--- src/rtl/cron_pkg.sv ---
// Shared definitions for the stopwatch core: FSM state encoding and width.
package cron_pkg;
  localparam int STATE_W = 2;

  typedef enum logic [STATE_W-1:0] {
    SET   = 2'd0,
    RUN   = 2'd1,
    PAUSE = 2'd2,
    DONE  = 2'd3
  } cron_state_t;
endpackage

--- src/rtl/cronometro_ctrl_if.sv ---
// Control/status bundle between the stopwatch core and its user (buttons, display path).
interface cronometro_ctrl_if #(parameter int WIDTH = 14);
  import cron_pkg::*;

  logic                runner;
  logic                modo;
  logic                clear;
  logic                lap;
  logic [WIDTH-1:0]    limite;
  logic [WIDTH-1:0]    num_at;
  logic [WIDTH-1:0]    lap_val;
  logic                lap_vld;
  logic                done;
  logic                done_p;
  logic [STATE_W-1:0]  state;

  modport master (
    output runner, modo, clear, lap, limite,
    input  num_at, lap_val, lap_vld, done, done_p, state
  );

  modport slave (
    input  runner, modo, clear, lap, limite,
    output num_at, lap_val, lap_vld, done, done_p, state
  );
endinterface

--- src/rtl/cronometro_ctrl_tick_gen.sv ---
// Prescaler: counts enabled clk cycles and flags every PRESCALE-th one; no derived clocks.
module tick_gen #(
  parameter int PRESCALE = 4
) (
  input  logic clk,
  input  logic reset,
  input  logic en,
  input  logic clr,
  output logic tick
);
  localparam int CW = (PRESCALE > 1) ? $clog2(PRESCALE) : 1;
  localparam logic [CW-1:0] LAST = CW'(PRESCALE - 1);

  logic [CW-1:0] pcnt;

  assign tick = en && (pcnt == LAST);

  // clr wins over en so SET/DONE always restart a full period
  always_ff @(posedge clk or posedge reset) begin
    if (reset)             pcnt <= '0;
    else if (clr)          pcnt <= '0;
    else if (en)           pcnt <= (pcnt == LAST) ? '0 : pcnt + 1'b1;
  end
endmodule

--- src/rtl/cronometro_ctrl.sv ---
// Stopwatch/timer core: up/down count at a prescaled rate with pause, lap capture and completion.
module cronometro_ctrl
  import cron_pkg::*;
#(
  parameter int WIDTH       = 14,
  parameter int PRESCALE    = 50_000_000,
  parameter bit AUTO_RELOAD = 1'b0
) (
  input  logic              clk,
  input  logic              reset,
  cronometro_ctrl_if.slave  bus
);
  cron_state_t      st;
  logic [WIDTH-1:0] num_at, target, start, lap_val;
  logic             modo_q, lap_vld, done, done_p;
  logic             tick, en, clr, mode_chg;

  assign mode_chg = (bus.modo != modo_q);
  // Prescaler advances only on cycles that could actually step, so pauses lose nothing
  assign en  = (st == RUN) && bus.runner && !bus.clear && !mode_chg;
  assign clr = (st == SET) || (st == DONE);

  tick_gen #(.PRESCALE(PRESCALE)) u_tick (
    .clk   (clk),
    .reset (reset),
    .en    (en),
    .clr   (clr),
    .tick  (tick)
  );

  always_ff @(posedge clk or posedge reset) begin
    if (reset) begin
      st      <= SET;
      num_at  <= '0;
      target  <= '0;
      start   <= '0;
      modo_q  <= 1'b0;
      lap_val <= '0;
      lap_vld <= 1'b0;
      done    <= 1'b0;
      done_p  <= 1'b0;
    end else begin
      done_p <= 1'b0;
      if (st != SET && bus.lap) begin
        lap_val <= num_at;
        lap_vld <= 1'b1;
      end
      if (st == SET) begin
        num_at  <= bus.modo ? bus.limite : '0;
        start   <= bus.modo ? bus.limite : '0;
        target  <= bus.modo ? '0 : bus.limite;
        modo_q  <= bus.modo;
        lap_vld <= 1'b0;
        done    <= 1'b0;
        if (bus.runner && !bus.clear) st <= RUN;
      end else if (bus.clear || mode_chg) begin
        st   <= SET;
        done <= 1'b0;
      end else begin
        case (st)
          RUN: begin
            if (!bus.runner) begin
              st <= PAUSE;
            end else if (num_at == target) begin
              st     <= DONE;
              done   <= 1'b1;
              done_p <= 1'b1;
            end else if (tick) begin
              num_at <= modo_q ? num_at - 1'b1 : num_at + 1'b1;
            end
          end
          PAUSE: if (bus.runner) st <= RUN;
          DONE: begin
            if (AUTO_RELOAD && bus.runner) begin
              num_at <= start;
              st     <= RUN;
              done   <= 1'b0;
            end
          end
          default: st <= SET;
        endcase
      end
    end
  end

  assign bus.num_at  = num_at;
  assign bus.lap_val = lap_val;
  assign bus.lap_vld = lap_vld;
  assign bus.done    = done;
  assign bus.done_p  = done_p;
  assign bus.state   = st;
endmodule

--- src/flat_wrapper.sv ---
// flat-port wrapper written by rule: the top's interface ports become plain ports
module cronometro_ctrl_flat import cron_pkg::*;
#(
  parameter int WIDTH       = 14,
  parameter int PRESCALE    = 50_000_000,
  parameter bit AUTO_RELOAD = 1'b0
)
  (clk, reset, bus_runner, bus_modo, bus_clear, bus_lap, bus_limite, bus_num_at, bus_lap_val, bus_lap_vld, bus_done, bus_done_p, bus_state);
  cronometro_ctrl_if #(.WIDTH(WIDTH)) bus_i ();
  input  logic clk;
  input  logic reset;
  input wire logic [$bits(bus_i.runner)-1:0] bus_runner;
  input wire logic [$bits(bus_i.modo)-1:0] bus_modo;
  input wire logic [$bits(bus_i.clear)-1:0] bus_clear;
  input wire logic [$bits(bus_i.lap)-1:0] bus_lap;
  input wire logic [$bits(bus_i.limite)-1:0] bus_limite;
  output wire logic [$bits(bus_i.num_at)-1:0] bus_num_at;
  output wire logic [$bits(bus_i.lap_val)-1:0] bus_lap_val;
  output wire logic [$bits(bus_i.lap_vld)-1:0] bus_lap_vld;
  output wire logic [$bits(bus_i.done)-1:0] bus_done;
  output wire logic [$bits(bus_i.done_p)-1:0] bus_done_p;
  output wire logic [$bits(bus_i.state)-1:0] bus_state;
  assign bus_i.runner = bus_runner;
  assign bus_i.modo = bus_modo;
  assign bus_i.clear = bus_clear;
  assign bus_i.lap = bus_lap;
  assign bus_i.limite = bus_limite;
  assign bus_num_at = bus_i.num_at;
  assign bus_lap_val = bus_i.lap_val;
  assign bus_lap_vld = bus_i.lap_vld;
  assign bus_done = bus_i.done;
  assign bus_done_p = bus_i.done_p;
  assign bus_state = bus_i.state;
  cronometro_ctrl #(.WIDTH(WIDTH), .PRESCALE(PRESCALE), .AUTO_RELOAD(AUTO_RELOAD)) u_core (.clk(clk), .reset(reset), .bus(bus_i));
endmodule
--- config.mk ---
export PLATFORM = sky130hd
export DESIGN_NAME = cronometro_ctrl_flat
export DESIGN_NICKNAME = d
export VERILOG_FILES = /design/src/rtl/cron_pkg.sv /design/src/rtl/cronometro_ctrl_if.sv /design/src/rtl/cronometro_ctrl_tick_gen.sv /design/src/rtl/cronometro_ctrl.sv /design/src/flat_wrapper.sv
export SDC_FILE = /design/constraint.sdc
export NUM_CORES = 1
export LEC_CHECK = 0
export CORE_ASPECT_RATIO = 1.4
export CORE_MARGIN = 4
export CORE_UTILIZATION = 40
export CTS_CLUSTER_DIAMETER = 100
export DETAILED_ROUTE_END_ITERATION = 10
export PLACE_DENSITY = 0.63
export SETUP_SLACK_MARGIN = 0.3
export SLEW_MARGIN = 30
export SYNTH_ARGS = -nofsm -noshare
export SYNTH_HDL_FRONTEND = slang
export SYNTH_SLANG_ARGS = --single-unit
--- constraint.sdc ---
create_clock -name clk -period 2.9 [get_ports clk]
set_clock_uncertainty 0.1 [all_clocks]
set_input_delay 0.435 -clock clk [delete_from_list [all_inputs] [get_ports clk]]
set_output_delay 0.435 -clock clk [all_outputs]
set_load 0.02 [all_outputs]
==> metrics.csv, run 1 <==
stage,metric,value,unit
synthesis,synthDistinctLibCells,53,
global_routing,antenna_found_initial,0,
cells_and_area,finalNetCount,521,
global_routing,grt-ovfl-total,0,
critical_path,worstSetupEndpointType,flip-flop,
synthesis,syn_area,4150,um2
timing,max_freq,390,MHz
placement,port_buffers,52,
cells_and_area,nFillCells,918,
clocking,numClockSinks,74,
synthesis,synthCells,416,
floorplanning,ios,53,
timing,fin_ws,0.337,ns
routing,drc,0,
timing,slew-limit-headroom,55.2,%
critical_path,required,3.05,ns
critical_path,critical_path.max_stage_delay,0.42,ns
global_routing,grt_pass1_wl,17100,um
synthesis,ys_seq_area_share,44.6,%
clocking,hold_buffers,0,
critical_path,arrival,2.72,ns
floorplanning,core,10000,um2
synthesis,synth_top_cell_area_share,44.6,%
critical_path,crit_type,reg -> reg,
critical_path,cpMostUsedCell,a21o_1,
routing,wl,10100,um
floorplanning,die_area,12100,um2
power_and_ir_drop,vdd_drop_max,0.353,mV
critical_path,path_buf_inv,0,
cells_and_area,area_delta_synth_final,27.7,%
routing,drt-wirelength-per-cell,16.2,um
clocking,clk_latency,0.34,ns
clocking,path_clk_slew,0.06,ns
run_status,outcome,completed,
routing,first_pass_iters,4,
floorplanning,start_util,41.4,%
critical_path,critPathMaxFanout,3,
timing,setup_violations,0,
routing,via_per_inst,5.45,
synthesis,synth_seq_cells,74,
job,drv_cap,0,
timing,fin_crit,2.56,ns
routing,vias,3396,
cells_and_area,antennaDiodeCount,0,
cells_and_area,multi_input_area,2250,um2
power_and_ir_drop,leakage,2.20,nW
power_and_ir_drop,power_density,1110,nW/um2
synthesis,syn_nets,454,
critical_path,crit_chain,"fa_2, a21o_1, a21o_1, a2111oi_4, o21ai_2, o41ai_2, xnor2_1, mux2i_1, o21ai_0",
timing,final.setup.tns,0,ns
placement,dpl.hpwl,7370,um
clocking,htreeDepth,3,
critical_path,cp-start-kind,flip-flop,
timing,hold_viol_final,0,
clocking,cts_made_buffers,9,
synthesis,synth_area_per_cell,9.97,um2
clocking,cts.path.max_buffers,2,
clocking,cts_root_buf,clkbuf_16,
critical_path,crit_family,compound AO/OA/AOI/OAI gates,
routing,drt_iter0_markers,131,
global_routing,grt_max_degree,29,
critical_path,cp_slowest_cell,dfrtp_2,
timing,fin_crit_sh,88.4,%
global_routing,grt_pass1_vias,3464,
floorplanning,die_w,94.1,um
cells_and_area,drive_gt1_share,15.2,%
floorplanning,die_h,128,um
synthesis,synth_area_leader_cell,dfrtp_1,
timing,rsz0062_at_grt,yes,
floorplanning,std_cell_rows,43,
timing,slew_viol_final,0,
routing,ant_nets,0,
timing,tightest_slew,0.665,ns
synthesis,netlist_top_cells_area,"dfrtp_1 (45%), xnor2_1 (6.8%), ha_1 (5.1%)",
placement,dp_slack,0.0656,ns
hold_path,min_path_type,in -> async,
synthesis,synth_warnings,0,
cells_and_area,final-seq-area,1860,um2
placement,gp_congestion,0.828,
clocking,tritoncts,built,
global_routing,track_usage,17.9,%
==> kinds of logic after synthesis <==
family | count (synthesis) | synth area share (%)
XOR/XNOR | 44 | 9.29
AO/OA/AOI/OAI | 80 | 12.4
flip-flops | 74 | 44.6
AND/OR/NAND/NOR | 155 | 19.0
multiplexers | 23 | 5.97
adder cells (fa/ha/maj) | 18 | 5.61
buffers and inverters | 22 | 3.02
==> sequential cells by signal, indices dropped and copies added, names as in the netlist <==
signal / flops
u_core.bus.done: 1
u_core.bus.done_p: 1
u_core.bus.lap_val: 14
u_core.bus.lap_vld: 1
u_core.bus.num_at: 14
u_core.bus.state: 2
u_core.modo_q: 1
u_core.target: 14
u_core.u_tick.pcnt: 26
==> routing by layer <==
layer  up-vias  track usage, %  wire length, um
met5         -               0                0
met4         0            7.74              235
met3        21            2.28              360
met2        80            31.4             5360
met1      1681            21.8             4140
li1       1614               -                -
==> worst reg2reg max path, stage by stage, from the launching register on <==
cell and delay (ns):
dfrtp_2 0.42, fa_2 0.40, a21o_1 0.19, a21o_1 0.23
a2111oi_4 0.37, o21ai_2 0.13, o41ai_2 0.24, xnor2_1 0.17
mux2i_1 0.09, o21ai_0 0.14
==> cell type report <==
| class | count | share of cell area [%] |
|---|---|---|
| clock buffers | 11 | 4.58 |
| inverters | 8 | 0.567 |
| clock inverters | 5 | 1.47 |
| repair buffers | 70 | 12.6 |
| well taps | 135 | 3.19 |
| flip-flops and latches | 74 | 35.0 |
| multi-input cells | 320 | 42.5 |
==> synth_stat cells, drive strengths merged <==
| library cell | count |
|---|---|
| dfrtp | 74 |
| nand2 | 41 |
| nor2 | 38 |
| xnor2 | 32 |
| o21ai | 28 |
| a21oi | 21 |
| ha | 17 |
| nand3 | 17 |
| a22o | 15 |
| mux2 | 14 |
| nand4 | 12 |
| xor2 | 12 |
| nor3 | 10 |
| mux2i | 9 |
| clkbuf | 8 |
| inv | 8 |
| buf | 6 |
| nor4 | 6 |
| a21o | 5 |
| and2 | 5 |
| and3 | 5 |
| or3 | 5 |
| nand2b | 4 |
| a31oi | 3 |
| and4 | 3 |
| and3b | 2 |
| nor2b | 2 |
| a2111oi | 1 |
| a211oi | 1 |
| a32oi | 1 |
| fa | 1 |
| nand3b | 1 |
| nor3b | 1 |
| nor4b | 1 |
| o21a | 1 |
| o22ai | 1 |
| o2bb2ai | 1 |
| o31ai | 1 |
| o41ai | 1 |
| or2 | 1 |
| or4 | 1 |
==> metrics by stage <==
stage / util (%) / hold slack, ns / power (W) / instances / instance area [um2]
after global routing: 52.9 / 0.424 / 0.00630 / 623 / 5300
final: 52.9 / 0.373 / 0.00589 / 623 / 5300
after floorplan: - / 0.368 / 0.00359 / 416 / 4160
after CTS: 52.2 / 0.390 / 0.00582 / 621 / 5230
after global placement: 48.8 / 0.376 / 0.00450 / 605 / 4890
after detailed placement: 48.8 / 0.394 / 0.00455 / 605 / 4890
==> power breakdown <==
part / internal [W] / total [W] / switching [W] / leakage [nW]
logic: 0.00144 / 0.00307 / 0.00163 / 1.07
clock network: 0.000774 / 0.00120 / 0.000428 / 0.156
registers: 0.00133 / 0.00161 / 0.000285 / 0.979
total: 0.00354 / 0.00589 / 0.00235 / 2.20
==> worst paths after layout <==
check,cells past startpoint,startpoint,endpoint,slack [ns]
max,9,u_core.bus.num_at[0],u_core.bus.num_at[12],0.34
min,2,reset,u_core.target[0],0.37
max reg2reg,9,u_core.bus.num_at[0],u_core.bus.num_at[12],0.34
min reg2reg,2,u_core.bus.lap_vld,u_core.bus.lap_vld,0.40
max in group asynchronous,3,reset,u_core.u_tick.pcnt[23],1.54
min in group clk,2,u_core.bus.lap_vld,u_core.bus.lap_vld,0.40
==> layout by cell type (no fill, tap or decap), types with 7 or more instances in the layout <==
cell	instances
nor2_1	38
buf_4	17
nor3_1	10
nand3_1	17
inv_1	7
o21ai_0	25
dfrtp_1	71
nand4_1	12
a22o_1	15
a21oi_1	21
clkdlybuf4s50_1	52
mux2_2	14
ha_1	12
clkbuf_16	9
mux2i_1	9
xor2_1	12
nand2_1	41
xnor2_1	32
==> what timing repair did <==
item                                    4_1_cts  5_1_grt
endpoints found under the setup margin        3        9
buffers inserted                              0        2
gates resized for setup                       5       10
gates cloned                                  0        0
pin swaps                                     2        2
No activity file was read; power rests on OpenSTA's default activity.
==> run 2: changes to the inputs <==
--- a/config.mk
+++ b/config.mk
@@ -5,8 +5,9 @@
 export SDC_FILE = /design/constraint.sdc
 export NUM_CORES = 1
 export LEC_CHECK = 0
+export ABC_CLOCK_PERIOD_IN_PS = 2900
 export CORE_ASPECT_RATIO = 1.4
-export CORE_MARGIN = 4
+export CORE_MARGIN = 1.5
 export CORE_UTILIZATION = 40
 export CTS_CLUSTER_DIAMETER = 100
 export DETAILED_ROUTE_END_ITERATION = 10
==> metrics.csv, run 2 (same netlist as run 1, synthesis figures left out) <==
stage,metric,value,unit,change
clocking,numClockSinks,74,,unchanged
power_and_ir_drop,p_comb_share,52.6,%,+0.4 points
clocking,path_clk_slew,0.06,ns,about the same
floorplanning,die_area,11000,um2,-9.0%
global_routing,antenna_found_initial,0,,unchanged
floorplanning,start_util,41.4,%,unchanged
critical_path,r2r-end,u_core.bus.num_at[12],,
clocking,cts.path.max_buffers,2,,unchanged
critical_path,crit_type,reg -> reg,,
routing,drc,0,,unchanged
power_and_ir_drop,power_density,1100,nW/um2,-1.4%
power_and_ir_drop,swShare,39.9,%,about the same
timing,slew_viol_final,0,,unchanged
clocking,cts_made_buffers,9,,unchanged
critical_path,critPathMaxFanout,3,,unchanged
power_and_ir_drop,p_int,0.00348,W,-1.5%
job,drv_cap,0,,unchanged
timing,fin_crit_sh,86.9,%,-1.4 points
routing,vias,3338,,-1.7%
run_status,outcome,completed,,
timing,tightest_slew,0.676,ns,+0.0104 ns
timing,setup_violations,0,,unchanged
critical_path,reg2reg_depth,9,,unchanged
timing,holdWs,0.377,ns,+0.00412 ns
critical_path,required,3.02,ns,-0.03 ns
cells_and_area,finalNetCount,521,,unchanged
routing,wl,10100,um,-0.41%
clocking,cts_root_buf,clkbuf_16,,
hold_path,min_path_type,in -> async,,
global_routing,grt_pass1_wl,16100,um,-5.9%
cells_and_area,area_delta_synth_final,27.7,%,unchanged
placement,gp_congestion,0.832,,+0.45%
global_routing,grt-ovfl-total,0,,unchanged
cells_and_area,largest_reg_flops,26,,unchanged
clocking,htreeDepth,3,,unchanged
cells_and_area,antennaDiodeCount,0,,unchanged
clocking,clk_latency,0.34,ns,about the same
critical_path,worstSetupEndpointType,flip-flop,,
routing,drt_iter0_markers,134,,+2.3%
floorplanning,die_w,89.1,um,-5.3%
timing,max_freq,397,MHz,+1.6%
power_and_ir_drop,power_frac_seq,27.8,%,+0.4 points
global_routing,grt_pass1_vias,3319,,-4.2%
power_and_ir_drop,switching_power,0.00232,W,-1.4%
timing,slew-limit-headroom,54.5,%,-0.70 points
floorplanning,die_h,123,um,-3.9%
critical_path,arrival,2.64,ns,-0.08 ns
critical_path,rr_startpoint,u_core.bus.num_at[0],,
critical_path,cp-start-kind,flip-flop,,
routing,ant_nets,0,,unchanged
critical_path,reg2reg_slack,0.38,ns,+0.04 ns
placement,dpl.hpwl,7140,um,-3.2%
timing,fin_crit,2.52,ns,-0.0415 ns
power_and_ir_drop,clkPwrFrac,19.6,%,-0.8 points
routing,drt-wirelength-per-cell,16.1,um,-0.41%
placement,port_buffers,52,,unchanged
routing,first_pass_iters,4,,unchanged
power_and_ir_drop,leakage,2.20,nW,-0.34%
timing,hold_viol_final,0,,unchanged
cells_and_area,layout_common_cells,"dfrtp_1 (71), clkdlybuf4s50_1 (52), nand2_1 (41)",,
global_routing,track_usage,19.4,%,+1.5 points
cells_and_area,mostFrequentLayoutCell,dfrtp_1,,
cells_and_area,drive_gt1_share,15.0,%,-0.20 points
clocking,tritoncts,built,,
floorplanning,std_cell_rows,43,,unchanged
cells_and_area,regMostFlops,u_core.u_tick.pcnt,,
timing,final.setup.tns,0,ns,unchanged
global_routing,grt_max_degree,49,,+69%
floorplanning,ios,53,,unchanged
clocking,hold_buffers,0,,unchanged
floorplanning,core,10000,um2,unchanged
power_and_ir_drop,vdd_drop_max,0.322,mV,-8.8%
routing,via_per_inst,5.36,,-1.7%
timing,rsz0062_at_grt,no,,
## run 2: worst max path at each step
stage                                 end  slack, ns  depth (start not counted)                  from
finish              u_core.bus.num_at[12]       0.38                          9  u_core.bus.num_at[0]
global route        u_core.bus.num_at[13]       0.27                         10         u_core.modo_q
CTS                 u_core.bus.num_at[12]       0.28                          9  u_core.bus.num_at[0]
detailed placement   u_core.bus.num_at[5]       0.09                          7              bus_modo
global placement     u_core.bus.num_at[5]       0.10                          7              bus_modo
floorplan           u_core.bus.num_at[12]       0.31                          9  u_core.bus.num_at[0]
## run 2: layout make-up
class / instances / area [um2]
clock inverters: 4 / 50.0
clock buffers: 12 / 256
repair buffers: 70 / 681
fillers: 909 / 4710
flip-flops and latches: 74 / 1860
multi-input cells: 320 / 2250
well taps: 135 / 169
inverters: 8 / 30.0
## run 2: metrics by stage
step | std cells | util [%] | power (W) | cell area, um2 | setup slack, ns
2_1_floorplan | 416 | - | 0.00359 | 4160 | 0.313
3_3_place_gp | 605 | 48.9 | 0.00449 | 4900 | 0.103
3_5_place_dp | 605 | 48.9 | 0.00454 | 4900 | 0.0862
4_1_cts | 621 | 52.1 | 0.00571 | 5210 | 0.282
5_1_grt | 623 | 52.9 | 0.00621 | 5300 | 0.274
6_report | 623 | 52.9 | 0.00580 | 5300 | 0.379
## run 2: what timing repair did
| item | 4_1_cts | 5_1_grt |
|---|---|---|
| resized for setup | 2 | 11 |
| setup buffers | 0 | 2 |
| endpoints found under the setup margin | 2 | 6 |
| pin swaps | 1 | 3 |
## run 2: critical path, cell delays in order (launching register included)
cell and delay [ns]:
dfrtp_2 0.41, fa_2 0.39, a21o_1 0.19, a21o_4 0.22, a2111oi_4 0.39, o21ai_2 0.12, o41ai_2 0.24, xnor2_1 0.11
mux2i_1 0.15, o21ai_1 0.07
## run 2: power groups by stage
stage	sequential [W]	clock, W	combinational (W)
3_3_place_gp	0.00160	0	0.00289
4_1_cts	0.00160	0.00116	0.00295
5_1_grt	0.00166	0.00120	0.00335
6_report	0.00161	0.00114	0.00305
3_5_place_dp	0.00162	0	0.00292
2_1_floorplan	0.00183	0	0.00177
## run 2: layer usage
metal | up-vias | global-route usage (%) | routed length (um)
met4 | 0 | 7.40 | 158
met3 | 10 | 4.67 | 361
met5 | - | 0 | 0
met2 | 59 | 34.8 | 5490
met1 | 1660 | 21.7 | 4040
li1 | 1609 | - | -
==> variant, RTL diff (settings of run 1) <==
`WIDTH` is set to 14 in 3 places; all go to 28.
--- a/src/rtl/cronometro_ctrl_if.sv
+++ b/src/rtl/cronometro_ctrl_if.sv
@@ -1,4 +1,4 @@
 // Control/status bundle between the stopwatch core and its user (buttons, display path).
-interface cronometro_ctrl_if #(parameter int WIDTH = 14);
+interface cronometro_ctrl_if #(parameter int WIDTH = 28);
   import cron_pkg::*;
 
--- a/src/rtl/cronometro_ctrl.sv
+++ b/src/rtl/cronometro_ctrl.sv
@@ -3,5 +3,5 @@
   import cron_pkg::*;
 #(
-  parameter int WIDTH       = 14,
+  parameter int WIDTH       = 28,
   parameter int PRESCALE    = 50_000_000,
   parameter bit AUTO_RELOAD = 1'b0
--- a/src/flat_wrapper.sv
+++ b/src/flat_wrapper.sv
@@ -2,5 +2,5 @@
 module cronometro_ctrl_flat import cron_pkg::*;
 #(
-  parameter int WIDTH       = 14,
+  parameter int WIDTH       = 28,
   parameter int PRESCALE    = 50_000_000,
   parameter bit AUTO_RELOAD = 1'b0
Ports: changed (resized bus_lap_val, bus_limite and bus_num_at); port bits go from 53 to 95. No check against the original RTL was run, so the function may have changed too.
==> variant against run 1 <==
- final area grew 83%
- count of clock-buffer cells in the layout grew 9
- core utilization grew 4.4 points
- global-route usage grew 4.0 points
- first-iteration DRC count grew 140%
- wire length grew 110%
- clock power grew 77%
- setup slack lost 0.24 ns
- sequential cell count grew 42
- power grew 110%
- area after synthesis grew 68%
- critical path depth grew 1
- critical path type unchanged
- largest power group unchanged
==> variant: results (changes against run 1) <==
| Metric | Value |
|---|---|
| Worst r2r src | u_core.modo_q$_DFFE_PP0P_ (was u_core.bus.num_at[0]$_DFFE_PP0P_) |
| Reg2reg path depth | 10 (was 9) |
| Syn nets | 813 (was 454) |
| Vias in the first global route | 6472 (was 3464) |
| Met3 WL post-DR | 742 um (was 360 um) |
| Sequential-to-total area share from yosys stat | 41.7% (was 44.6%) |
| Post-route met1 wirelength | 8.58 mm (was 4.14 mm) |
| Post-DP HPWL | 14.6 mm (was 7.37 mm) |
| Leak | 4.14 nW (was 2.20 nW) |
| M1 GR Usage | 25.1% (was 21.8%) |
| Worst R2R End | u_core.bus.num_at[22]$_DFFE_PP0P_ (was u_core.bus.num_at[12]$_DFFE_PP0P_) |
| GRT Overall Usage | 21.9% (was 17.9%) |
| XOR/XNOR Fraction of Synth Area | 8.44% (was 9.29%) |
| First-pass GRT wire length | 33.6 mm (was 17.1 mm) |
| Met2 Use GR | 39.6% (was 31.4%) |
| Routed vias | 6135 (was 3396) |
| Met2 wire len | 11.1 mm (was 5.36 mm) |
| Drt total wl | 20.9 mm (was 10.1 mm) |
| H-Tree Depth | 4 (was 3) |
| Number of CTS-inserted buffers | 17 (was 9) |
| Mux cell area share after synthesis | 6.13% (was 5.97%) |
| Synthesized-area fraction occupied by adder cells | 5.86% (was 5.61%) |
| Type of the worst min-delay path | reg2reg (was in2async) |
| Initial DRT Pass Iterations | 5 (was 4) |
| Nets | 954 (was 521) |
| Data arrival time at the worst-slack endpoint | 3.00 ns (was 2.72 ns) |
| Critical Path Fanout Max | 7 (was 3) |
| Dpl ws | -0.00465 ns (was 0.0656 ns) |
| Max IR drop VDD | 705 uV (was 353 uV) |
| Cells after DPL | 1081 (was 605) |
| Status | completed (unchanged) |
| Compound-cell area share of the yosys netlist | 16.1% (was 12.4%) |
| Crit-path max cell delay | 0.48 ns (was 0.42 ns) |
| Initial DRC count | 320 (was 131) |
| Gpl congestion | 0.896 (was 0.828) |
| Synth cell types | 56 (was 53) |
| GR Layer Usage met3 | 4.62% (was 2.28%) |
| R2R Setup Slk | 0.09 ns (was 0.34 ns) |
| Most frequent cells after synthesis | dfrtp_1, o21ai_0, nor2_1, nand3_1, nand2_1 (was dfrtp_1, nand2_1, nor2_1, xnor2_1, o21ai_0) |
| I/O Buffers | 94 (was 52) |
==> variant: through the flow <==
step	TNS, ns	hold WS, ns
floorplan	0	0.353
global placement	0	0.362
detailed placement	-0.00465	0.365
CTS	0	0.378
global route	-0.00141	0.391
finish	0	0.375
==> variant: worst max path at each step <==
stage | start | endpoint | slack (ns)
2_1_floorplan | u_core.modo_q$_DFFE_PP0P_ | u_core.bus.num_at[22]$_DFFE_PP0P_ | 0.13
4_1_cts | u_core.modo_q$_DFFE_PP0P_ | u_core.bus.num_at[22]$_DFFE_PP0P_ | 0.11
3_5_place_dp | u_core.modo_q$_DFFE_PP0P_ | u_core.bus.num_at[23]$_DFFE_PP0P_ | -0.005
5_1_grt | u_core.modo_q$_DFFE_PP0P_ | u_core.bus.num_at[26]$_DFFE_PP0P_ | -0.001
3_3_place_gp | u_core.modo_q$_DFFE_PP0P_ | u_core.bus.num_at[23]$_DFFE_PP0P_ | 0.0008
6_report | u_core.modo_q$_DFFE_PP0P_ | u_core.bus.num_at[22]$_DFFE_PP0P_ | 0.09
==> variant: cell type report <==
type                    count  area [sq um]  area share [%]
repair buffers            155          1480            15.2
well taps                 232           290            3.00
flip-flops and latches    116          2910            30.0
inverters                  42           161            1.67
multi-input cells         556          4250            43.9
clock buffers              20           467            4.82
clock inverters            12           130            1.34
==> variant: power breakdown <==
part / total (mW) / switching [mW] / internal [mW]
registers: 2.84 / 0.629 / 2.21
logic: 7.58 / 3.98 / 3.60
clock network: 2.12 / 0.793 / 1.33
total: 12.5 / 5.41 / 7.14
==> variant: repair_timing <==
action | 4_1_cts | 5_1_grt
cloned | 0 | 0
gates resized for setup | 50 | 40
pin swaps | 26 | 24
endpoints found under the setup margin | 29 | 33
hold buffers | 0 | 0
setup buffers | 16 | 4
